==> src/rtl/osc_model_pkg.sv <==
// Shared types and helpers for the variable-period emulated oscillator.
// OSC_RAND_JITTER_EN selects the LFSR jitter variant of the oscillator.
package osc_model_pkg;

  localparam int DT_WIDTH = 32;
  localparam logic [15:0] LFSR_SEED = 16'hACE1;
  // Galois feedback mask for taps 16,14,13,11 (right-shifting form)
  localparam logic [15:0] LFSR_TAPS = 16'hB400;

  typedef logic [DT_WIDTH-1:0] dt_t;

  typedef enum logic {
    PH_LOW  = 1'b0,
    PH_HIGH = 1'b1
  } phase_t;

  function automatic dt_t clamp_dt(input dt_t x, input dt_t min);
    return (x < min) ? min : x;
  endfunction

endpackage

==> src/rtl/osc_lfsr16.sv <==
// 16-bit Galois LFSR used as the jitter source; only built when
// OSC_RAND_JITTER_EN is defined.
`ifdef OSC_RAND_JITTER_EN
module osc_lfsr16
  import osc_model_pkg::*;
(
  input  logic        emu_clk,
  input  logic        emu_rst,
  input  logic        adv,
  output logic [15:0] q
);

  logic [15:0] lfsr_q;
  logic [15:0] lfsr_d;

  always_comb begin
    lfsr_d = lfsr_q;
    if (adv) begin
      lfsr_d = {1'b0, lfsr_q[15:1]} ^ (lfsr_q[0] ? LFSR_TAPS : 16'h0000);
    end
  end

  always_ff @(posedge emu_clk) begin
    if (emu_rst) begin
      lfsr_q <= LFSR_SEED;
    end else begin
      lfsr_q <= lfsr_d;
    end
  end

  assign q = lfsr_q;

endmodule
`endif

==> src/rtl/osc_model_var.sv <==
// Emulated variable-period clock generator driven by granted timesteps.
// Define OSC_RAND_JITTER_EN to add 0..3 units of LFSR jitter per reload.
module osc_model_var
  import osc_model_pkg::*;
#(
  parameter int DT_WIDTH = osc_model_pkg::DT_WIDTH,
  parameter int MIN_DT   = 1
) (
  input  logic                emu_clk,
  input  logic                emu_rst,
  input  logic [DT_WIDTH-1:0] t_lo,
  input  logic [DT_WIDTH-1:0] t_hi,
  input  logic [DT_WIDTH-1:0] emu_dt,
  input  logic                emu_stall,
  output logic [DT_WIDTH-1:0] dt_req,
  output logic                clk_val,
  output logic                cke,
  output logic                err
);

  localparam dt_t MIN_DT_V = dt_t'(MIN_DT);

  phase_t phase_q, phase_d;
  dt_t    rem_q, rem_d;
  logic   err_q, err_d;

  dt_t    lo_dur;
  dt_t    hi_dur;
  logic   advance;
  logic   transition;

`ifdef OSC_RAND_JITTER_EN
  logic [15:0] lfsr_val;

  osc_lfsr16 u_lfsr (
    .emu_clk (emu_clk),
    .emu_rst (emu_rst),
    .adv     (transition && !emu_rst),
    .q       (lfsr_val)
  );

  // Floor first, then jitter, so jitter can never be masked by the clamp
  assign lo_dur = clamp_dt(t_lo, MIN_DT_V) + dt_t'(lfsr_val[1:0]);
  assign hi_dur = clamp_dt(t_hi, MIN_DT_V) + dt_t'(lfsr_val[1:0]);
`else
  assign lo_dur = clamp_dt(t_lo, MIN_DT_V);
  assign hi_dur = clamp_dt(t_hi, MIN_DT_V);
`endif

  assign advance    = !emu_stall && (emu_dt != '0);
  assign transition = advance && (emu_dt >= rem_q);

  always_comb begin
    phase_d = phase_q;
    rem_d   = rem_q;
    err_d   = err_q;
    if (transition) begin
      // Overshoot is flagged but the excess is dropped, not carried over
      if (emu_dt > rem_q) begin
        err_d = 1'b1;
      end
      if (phase_q == PH_LOW) begin
        phase_d = PH_HIGH;
        rem_d   = hi_dur;
      end else begin
        phase_d = PH_LOW;
        rem_d   = lo_dur;
      end
    end else if (advance) begin
      rem_d = rem_q - emu_dt;
    end
  end

  always_ff @(posedge emu_clk) begin
    if (emu_rst) begin
      phase_q <= PH_LOW;
      rem_q   <= clamp_dt(t_lo, MIN_DT_V);
      err_q   <= 1'b0;
    end else begin
      phase_q <= phase_d;
      rem_q   <= rem_d;
      err_q   <= err_d;
    end
  end

  assign dt_req  = rem_q;
  assign clk_val = (phase_q == PH_HIGH);
  assign err     = err_q;
  assign cke     = !emu_rst && transition && (phase_q == PH_LOW);

endmodule

==> config.mk <==
export PLATFORM = sky130hd
export DESIGN_NAME = osc_model_var
export DESIGN_NICKNAME = d
export VERILOG_FILES = /design/src/rtl/osc_model_pkg.sv /design/src/rtl/osc_lfsr16.sv /design/src/rtl/osc_model_var.sv
export SDC_FILE = /design/constraint.sdc
export NUM_CORES = 1
export LEC_CHECK = 0
export CAP_MARGIN = 25
export CELL_PAD_IN_SITES_DETAIL_PLACEMENT = 2
export CELL_PAD_IN_SITES_GLOBAL_PLACEMENT = 2
export CORE_MARGIN = 8
export CORE_UTILIZATION = 26
export DETAILED_ROUTE_END_ITERATION = 10
export HOLD_SLACK_MARGIN = 0.06
export PLACE_DENSITY_LB_ADDON = 0.1
export SYNTH_ARGS = -nofsm -noshare
export SYNTH_HDL_FRONTEND = slang
export SYNTH_SLANG_ARGS = --single-unit
==> constraint.sdc <==
create_clock -name emu_clk -period 3.4 [get_ports emu_clk]
set_clock_uncertainty 0.1 [all_clocks]
set_input_delay 0.34 -clock emu_clk [delete_from_list [all_inputs] [get_ports emu_clk]]
set_output_delay 0.34 -clock emu_clk [all_outputs]
set_load 0.02 [all_outputs]
==> flow_metrics.py, run 1 <==
metrics = {
    "timing": {
        "max-slew-margin-rel": 0.623,
        "hold_violations": 0,
        "timing.final.ws_setup_ps": 48.3,
        "setup_viol": 0,
        "slew_violations": 0,
        "final.min_clock_period_ps": 3350,
        "worst_pin_slew_ps": 560,
        "fin_crit_sh": 0.986,
        "max_freq_ghz": 0.298,
        "rsz0062_at_grt": "true",
    },
    "setup_path": {
        "startpoint_type": "input pin",
        "critical_path.max_fanout": 5,
        "required_ps": 2960,
        "worstSetupPathType": "in2out",
        "end_kind": "primary output",
        "arrival_ps": 2910,
    },
    "synthesis": {
        "synth.area.top_cells": "edfxtp_1, ha_1, nand2_1, a21oi_1, inv_1",
        "yosys-top-cells-count": "nand2_1, inv_1, a21oi_1",
        "synthDistinctLibCells": 65,
        "synth-seq-cells": 34,
        "ys.flop_type": "edfxtp_1",
        "yosysTopAreaCell": "edfxtp_1",
        "syn-num-nets": 610,
        "yosysWarnings": 0,
        "synthCells": 478,
        "synth.most_common_cell": "nand2_1",
        "synth_edf_count": 32,
        "async_flop_share": 0,
        "syn_area_mm2": 0.00391,
        "ys_seq_area_frac": 0.256,
        "syn_area_per_cell_um2": 8.18,
        "synth_top_area_frac": 0.246,
    },
    "cells_and_area": {
        "stdcell_count": 902,
        "utilization": 0.435,
        "seq_area_mm2": 0.00100,
        "drive_gt1_frac": 0.235,
        "final_area_mm2": 0.00649,
        "multi_input_area_mm2": 0.00269,
        "nFillCells": 1637,
        "num_antenna_cells": 0,
        "syn2layout_area_growth_pct": 66.0,
        "fin_nets": 845,
    },
    "run": {
        "drv_cap": 0,
    },
    "die": {
        "fp.dieArea_mm2": 0.0192,
        "start_util": 0.262,
        "die_w_um": 139,
        "ioPinCount": 134,
        "fp.dieH_um": 139,
        "num_rows": 45,
        "design.core.area_mm2": 0.0149,
    },
    "pwr": {
        "p_sw_w": 0.00204,
        "powerDensity_mw_per_mm2": 692,
        "peakVddDrop_mv": 0.285,
        "p_sw_frac": 0.454,
        "p_seq_frac": 0.169,
        "pwr-share-clk": 0.106,
        "leakage_nw": 2.77,
        "p_int_w": 0.00245,
        "comb_power_share": 0.726,
    },
    "run_status": {
        "run_status": "finished clean",
    },
    "clocking": {
        "cts_tree": "yes",
        "hold_buffers": 0,
        "clock_sinks": 34,
        "clock_path_buffers": 2,
        "cts_made_buffers": 5,
        "clk_latency_ps": 300,
        "cts-root-buf": "clkbuf_16",
        "cts_max_level": 2,
        "clkSlewWorstSetupHoldPaths_ps": 60,
    },
    "drt": {
        "antenna_left": 0,
        "dr.pass1.iters": 4,
        "wl_per_cell_um": 23.7,
        "via_per_inst": 5.30,
        "drc": 0,
        "drtIter0Drc": 273,
        "vias": 4782,
        "wl_mm": 21.4,
    },
    "global_route": {
        "antenna_found_initial": 0,
        "gr-usage-all-layers": 0.215,
        "grt_max_degree": 19,
        "grt_pass1_vias": 5574,
        "grt_pass1_wl_mm": 32.6,
        "grt-ovfl-total": 0,
    },
    "min_path": {
        "holdCritPathClass": "reg2reg",
    },
    "placed_design": {
        "dpl.hpwl_mm": 17.9,
        "port_buffers": 133,
        "gp_congestion": 1.01,
        "placedInstanceArea_mm2": 0.00621,
        "place_ws_ps": -510,
        "dp.cells": 889,
    },
}
==> stage by stage <==
stage | TNS, ps | total power, W | hold WS, ps
after floorplan | 0 | 0.00244 | 427
after global placement | -3640 | 0.00380 | 378
after detailed placement | -7450 | 0.00389 | 393
after CTS | 0 | 0.00444 | 415
after global routing | -141 | 0.00479 | 430
final | 0 | 0.00449 | 422
==> registers in the layout (all words and copies together) (netlist names) <==
signal and count:
dt_req 32, clk_val 1, err 1
==> per-layer routing <==
layer | wire (µm) | track usage | up-vias | part of all wire
met5 | 0 | 0 | - | 0
li1 | - | - | 2270 | -
met4 | 261 | 0.0453 | 0 | 0.012
met1 | 9620 | 0.269 | 2388 | 0.45
met3 | 1080 | 0.0473 | 15 | 0.051
met2 | 10400 | 0.369 | 109 | 0.49
==> path summary, 6_finish.rpt <==
check | startpoint | endpoint | slack [ps] | cells after the start
worst max-delay path | emu_dt[0] | cke | 50 | 14
worst min-delay path | err | err | 420 | 2
worst min register to register | err | err | 420 | 2
worst max register to register | dt_req[0] | dt_req[26] | 160 | 15
==> area by class of cell <==
class	count	area share
repair buffers	251	0.348
clock buffers	8	0.0210
inverters	44	0.0255
flip-flops and latches	34	0.154
multi-input cells	377	0.415
well taps	188	0.0363
==> kinds of logic (layout without fill, tap and decap cells) <==
kind of cell               Yosys count  in the layout  share of synthesized area
DFF                                 34             34                      0.256
xor gates and xnor gates            27             27                     0.0605
AOI/OAI and AO/OA                  169            169                      0.291
and+or+nand+nor                    147            147                      0.201
adders and majority gates           33             33                      0.108
muxes                                1              1                    0.00288
buffers and inverters               67            303                     0.0806
==> critical path, cell delays in order <==
cell,delay [ps]
clkdlybuf4s50_1,490
ha_2,190
inv_1,50
fa_2,350
a21oi_2,170
o211ai_1,160
a21oi_2,170
buf_6,140
o2111ai_2,170
a31oi_4,210
buf_4,140
o21ai_2,70
inv_2,80
clkbuf_4,170
==> layout by cell type (no fill, tap or decap), types with 4 or more instances in the layout <==
master           synthesis  layout
clkdlybuf4s50_1          0     132
buf_4                    3     113
nand2_1                 51      51
inv_1                   43      43
a21oi_1                 37      34
edfxtp_1                32      32
ha_1                    32      28
o21ai_1                 24      24
nor4_1                  25      24
a22oi_1                 21      21
nand4_1                 20      20
nor2_1                  20      20
o21ai_0                 22      20
a21o_1                  16      16
xor2_1                  16      16
xnor2_1                 11      11
a21oi_2                  3       6
a31oi_1                  5       5
nor3_1                   6       5
clkbuf_16                0       5
o21bai_1                 5       4
ha_2                     0       4
==> power groups by stage <==
stage          registers (W)  logic, W  clock network (W)
2_1_floorplan       0.000919   0.00152                  0
3_3_place_gp        0.000769   0.00303                  0
3_5_place_dp        0.000770   0.00312                  0
4_1_cts             0.000762   0.00320           0.000483
5_1_grt             0.000779   0.00351           0.000498
6_report            0.000758   0.00326           0.000475
==> what timing repair did <==
action                                  CTS  global route
setup buffers                             2             3
resized for setup                        10            21
pin swaps                                 2            10
hold endpoints to repair                  0             0
endpoints found under the setup margin    5            12
Power figures use the tool's default switching activity.
==> run 2: changes to the inputs <==
ABC_AREA = 1   (was default)
CORE_UTILIZATION = 25   (was 26)
SKIP_CTS_REPAIR_TIMING = 1   (was default)
==> flow_metrics.py, run 2 <==
metrics = {
    "run_status": {
        "run_status": "finished clean",
    },
    "drt": {
        "via_per_inst": 4.51,
        "drtIter0Drc": 195,
        "wl_mm": 25.2,
        "drc": 0,
        "antenna_left": 0,
        "vias": 6427,
        "wl_per_cell_um": 17.7,
        "dr.pass1.iters": 4,
    },
    "setup_path": {
        "required_ps": 2960,
        "end_kind": "primary output",
        "reg2reg_depth": 16,
        "r2r-start": "dt_req[11]",
        "reg2reg_slack_ps": 500,
        "critical_path.max_fanout": 2,
        "startpoint_type": "input pin",
        "arrival_ps": 2590,
        "r2r-end": "dt_req[19]",
        "worstSetupPathType": "in2out",
    },
    "cells_and_area": {
        "drive_gt1_frac": 0.0844,
        "utilization": 0.351,
        "fin_nets": 1281,
        "largest_reg_flops": 32,
        "final_area_mm2": 0.00740,
        "num_antenna_cells": 0,
        "most-common-layout-cells": "nand2_1, inv_1, clkdlybuf4s50_1",
        "nFillCells": 2747,
        "final_common_cell": "nand2_1",
        "syn2layout_area_growth_pct": 37.5,
    },
    "min_path": {
        "min_path_cells": 2,
        "holdCritPathClass": "reg2reg",
        "whs_endpoint": "err",
        "hp-start": "err",
    },
    "synthesis": {
        "yosysTopAreaCell": "nand2_1",
        "yosysWarnings": 0,
        "synth-seq-cells": 34,
        "synthDistinctLibCells": 34,
        "yosys-top-cells-count": "nand2_1, inv_1, nor2_1",
        "synth.most_common_cell": "nand2_1",
        "synthCells": 987,
        "ys_seq_area_frac": 0.186,
        "syn_area_mm2": 0.00538,
        "synth.area.top_cells": "nand2_1, edfxtp_1, inv_1, ha_1, nor2_1",
        "ys.flop_type": "edfxtp_1",
        "synth_top_area_frac": 0.292,
        "syn-num-nets": 1119,
        "async_flop_share": 0,
        "synth_edf_count": 32,
        "syn_area_per_cell_um2": 5.45,
    },
    "die": {
        "die_w_um": 163,
        "fp.dieArea_mm2": 0.0265,
        "fp.dieH_um": 163,
        "start_util": 0.255,
        "num_rows": 53,
        "ioPinCount": 134,
        "design.core.area_mm2": 0.0211,
    },
    "timing": {
        "hold_ws_ps": 395,
        "tns_ps": 0,
        "max_freq_ghz": 0.330,
        "max-slew-margin-rel": 0.427,
        "worst_pin_slew_ps": 859,
        "setup_viol": 0,
        "slew_violations": 0,
        "hold_violations": 0,
        "fin_crit_sh": 0.891,
        "final.min_clock_period_ps": 3030,
        "rsz0062_at_grt": "false",
    },
    "run": {
        "drv_cap": 0,
    },
    "global_route": {
        "antenna_found_initial": 0,
        "gr-usage-all-layers": 0.191,
        "grt-ovfl-total": 0,
        "grt_pass1_vias": 7170,
        "grt_max_degree": 38,
        "grt_pass1_wl_mm": 39.5,
    },
    "placed_design": {
        "port_buffers": 133,
        "dpl.hpwl_mm": 22.7,
        "gp_congestion": 0.875,
        "placedInstanceArea_mm2": 0.00727,
    },
    "clocking": {
        "cts_made_buffers": 5,
        "clock_sinks": 34,
        "clkSlewWorstSetupHoldPaths_ps": 50,
        "clock_path_buffers": 2,
        "clk_latency_ps": 290,
        "cts_tree": "yes",
        "cts-root-buf": "clkbuf_16",
        "cts_max_level": 2,
    },
    "pwr": {
        "power_w": 0.00376,
        "powerDensity_mw_per_mm2": 508,
        "p_seq_frac": 0.194,
        "p_int_w": 0.00184,
        "pwr-share-clk": 0.115,
        "comb_power_share": 0.691,
        "p_sw_frac": 0.511,
        "peakVddDrop_mv": 0.217,
        "p_sw_w": 0.00192,
        "leakage_nw": 4.08,
    },
}
run 2: changes by cell type after synthesis, moves of 14 or more:
cell,delta
o21ai_0,-14
a22oi_1,-20
inv_1,+158
nand2_1,+368
nor2_1,+72
a21o_1,-16
nand3_1,+42
nand2_2,+21
nor4_1,-25
o21ai_1,-24
run 2: layout make-up:
| class | count | area, µm² | share of cell area |
|---|---|---|---|
| Multi-Input combinational cell | 727 | 3490 | 0.472 |
| Timing Repair Buffer | 174 | 1650 | 0.223 |
| Sequential cell | 34 | 1000 | 0.135 |
| Inverter | 207 | 777 | 0.105 |
| Tap cell | 275 | 344 | 0.0465 |
| Clock buffer | 5 | 125 | 0.0169 |
| Clock inverter | 2 | 10.0 | 0.00135 |
run 2: layer usage:
metal | global-route usage | wire length [µm] | vias up
met5 | 0 | 0 | -
met4 | 0.0417 | 310 | 0
met3 | 0.0205 | 753 | 18
met2 | 0.325 | 11900 | 97
met1 | 0.253 | 12300 | 3017
li1 | - | - | 3295
run 2: worst max-delay path by stage:
stage,start,to,slack (ps),cells after the start
detailed placement,emu_dt[0],cke,-2,16
global placement,emu_dt[0],cke,30,16
finish,emu_dt[0],cke,370,16
global route,emu_dt[0],cke,120,16
floorplan,dt_req[0],cke,610,16
CTS,emu_dt[0],cke,-30,16
run 2: critical path, stage by stage:
cell and delay [ps]:
clkdlybuf4s50_1 510, ha_1 160, inv_1 60, fa_1 390, nand3_1 110, nand3_1 90
nand2_1 80, nand2_2 60, nand2_2 60, nand2_2 60, nand2_1 110, nand2_1 60
nand2_1 70, nand2_2 70, nor2_1 110, dlymetal6s2s_1 260
run 2: power by group through the flow:
stage	logic [W]	clock network (W)	registers [W]
after global routing	0.00289	0.000456	0.000742
after CTS	0.00263	0.000445	0.000732
after detailed placement	0.00260	0	0.000741
final	0.00260	0.000434	0.000729
after floorplan	0.00145	0	0.000764
after global placement	0.00254	0	0.000736
run 2: metrics by stage:
step,setup WS (ps),cells
after floorplan,611,987
after global placement,33.8,1417
after detailed placement,-2.27,1417
after CTS,-25.9,1424
after global routing,119,1424
final,372,1424
run 2: logic make-up (layout without fill, tap and decap cells):
kind of cell	Yosys count	after routing	share of synthesized area
flip-flops	34	34	0.186
multiplexers	3	3	0.00558
adder cells (fa/ha/maj)	33	33	0.0781
buffers and inverters	226	388	0.166
AND/OR/NAND/NOR	625	625	0.489
AO/OA/AOI/OAI	51	51	0.0509
XOR/XNOR	15	15	0.0244
==> run 3: changes to the inputs <==
PLACE_DENSITY = 0.93   (was default)
PLACE_DENSITY_LB_ADDON = default   (was 0.1)
==> flow_metrics.py, run 3 (synthesis gave the netlist of run 2 again) <==
metrics = {
    "setup_path": {
        "cp_num_buf_inv": 3,
        "r2r-end": "dt_req[26]",
        "startpoint_type": "input pin",
        "crit_family": "simple AND/OR/NAND/NOR gates",
        "worstSetupPathType": "in2out",
        "reg2reg_depth": 19,
        "cp_cell_sequence": "clkdlybuf4s50_1, ha_1, inv_1, fa_1, nand3_1, nand3_1, nand2_1, nand2_2, nand2_2, nand2_2, nand2_1, nand2_1, nand2_1, nand2_2, nor2_2, clkbuf_2",
        "cpPeakStageDelay_ps": 540,
        "arrival_ps": 2810,
        "r2r-start": "dt_req[0]",
        "cp_slowest_cell": "clkdlybuf4s50_1",
        "reg2reg_slack_ps": 270,
        "end_kind": "primary output",
        "critical_path.max_fanout": 2,
        "required_ps": 2960,
    },
    "drt": {
        "via_per_inst": 4.85,
        "dr.pass1.iters": 4,
        "wl_per_cell_um": 20.7,
        "drc": 0,
        "drtIter0Drc": 363,
        "vias": 6899,
        "wl_mm": 29.4,
        "antenna_left": 0,
    },
    "pwr": {
        "p_sw_frac": 0.533,
        "leakage_nw": 4.04,
        "comb_power_share": 0.692,
        "p_sw_w": 0.00210,
        "pwr-share-clk": 0.119,
        "p_seq_frac": 0.189,
        "powerDensity_mw_per_mm2": 532,
        "peakVddDrop_mv": 0.318,
        "p_int_w": 0.00183,
    },
    "clocking": {
        "cts_tree": "yes",
        "clock_path_buffers": 2,
        "cts-root-buf": "clkbuf_16",
        "cts_max_level": 2,
        "cts_made_buffers": 5,
        "clk_latency_ps": 310,
        "clock_sinks": 34,
        "clkSlewWorstSetupHoldPaths_ps": 50,
    },
    "placed_design": {
        "placedInstanceArea_mm2": 0.00724,
        "dpl.hpwl_mm": 25.1,
        "port_buffers": 133,
        "place_ws_ps": -319,
        "gp_congestion": 0.921,
    },
    "die": {
        "die_w_um": 163,
        "start_util": 0.255,
        "fp.dieH_um": 163,
        "num_rows": 53,
        "ioPinCount": 134,
        "design.core.area_mm2": 0.0211,
        "fp.dieArea_mm2": 0.0265,
    },
    "timing": {
        "slew_violations": 0,
        "timing.final.ws_setup_ps": 150,
        "fin_crit_sh": 0.956,
        "max_freq_ghz": 0.308,
        "setup_viol": 0,
        "final.min_clock_period_ps": 3250,
        "rsz0062_at_grt": "false",
        "worst_pin_slew_ps": 914,
        "hold_violations": 0,
        "max-slew-margin-rel": 0.391,
    },
    "cells_and_area": {
        "final_area_mm2": 0.00738,
        "drive_gt1_frac": 0.0828,
        "nFillCells": 2681,
        "fin_nets": 1278,
        "num_antenna_cells": 0,
        "final_common_cell": "nand2_1",
        "largest_reg_flops": 32,
        "syn2layout_area_growth_pct": 37.1,
        "most-common-layout-cells": "nand2_1, inv_1, clkdlybuf4s50_1",
    },
    "global_route": {
        "grt_max_degree": 37,
        "gr-usage-all-layers": 0.223,
        "grt_pass1_vias": 7887,
        "antenna_found_initial": 0,
        "grt_pass1_wl_mm": 45.6,
        "grt-ovfl-total": 0,
    },
    "run_status": {
        "run_status": "finished clean",
    },
    "min_path": {
        "min_path_cells": 2,
        "whs_endpoint": "err",
        "holdCritPathClass": "reg2reg",
        "hp-start": "err",
    },
    "run": {
        "drv_cap": 0,
    },
}
run 3: cell count changes in the layout (fill, tap and decap cells not counted), sizes merged:
cell          previous run  this run
dlymetal6s2s             1         0
buf                     41        38
clkbuf                   5         7
run 3: metal layers:
| metal | up-vias | wire length [µm] | track usage |
|---|---|---|---|
| met5 | - | 0 | 0 |
| met4 | 0 | 789 | 0.0796 |
| met3 | 35 | 1040 | 0.0243 |
| met2 | 158 | 14800 | 0.399 |
| met1 | 3418 | 12800 | 0.269 |
| li1 | 3288 | - | - |
run 3: worst max-delay path by stage:
stage | startpoint | end | slack [ps] | cells after the start
6_report | emu_dt[0] | cke | 150 | 16
5_1_grt | emu_dt[0] | cke | 50 | 16
4_1_cts | emu_dt[0] | cke | -350 | 16
3_5_place_dp | emu_dt[0] | cke | -320 | 16
3_3_place_gp | emu_dt[0] | cke | 20 | 16
2_1_floorplan | dt_req[0] | cke | 610 | 16
run 3: stage by stage:
step                      utilization  setup TNS, ps  std cells  total power (W)  hold WS [ps]
after CTS                       0.350           -345       1422          0.00392           441
after floorplan                     -              0        987          0.00221           421
final                           0.350              0       1422          0.00393           441
after detailed placement        0.344           -354       1414          0.00339           378
after global routing            0.350              0       1422          0.00418           464
after global placement          0.344              0       1414          0.00317           337
run 3: worst reg2reg max path, cell delays in order (launching register included):
cell      delay (ps)
edfxtp_1         440
inv_1            100
ha_1             150
inv_1             70
fa_1             430
nand3_1          120
nand3_1          120
nand2_1          100
nand2_2           70
nand2_2           60
nand2_2           60
nand2_1          130
nand2_1           80
nand2_1          100
nand2_2           80
buf_4            270
nand2_1          130
nand2_1           70
nand2_1           70
nand2_1           90
run 3: final cells by class:
| type | instances | area (µm²) | share of cell area |
|---|---|---|---|
| Multi-Input combinational cell | 727 | 3490 | 0.474 |
| Timing Repair Buffer | 171 | 1620 | 0.220 |
| Sequential cell | 34 | 1000 | 0.136 |
| Inverter | 207 | 777 | 0.105 |
| Tap cell | 275 | 344 | 0.0466 |
| Clock buffer | 6 | 129 | 0.0175 |
| Clock inverter | 2 | 8.76 | 0.00119 |
run 3: power groups by stage:
stage	registers, W	clock network (W)	logic [W]
CTS	0.000740	0.000472	0.00271
finish	0.000744	0.000467	0.00272
detailed placement	0.000750	0	0.00264
floorplan	0.000764	0	0.00145
global route	0.000748	0.000485	0.00294
global placement	0.000733	0	0.00244
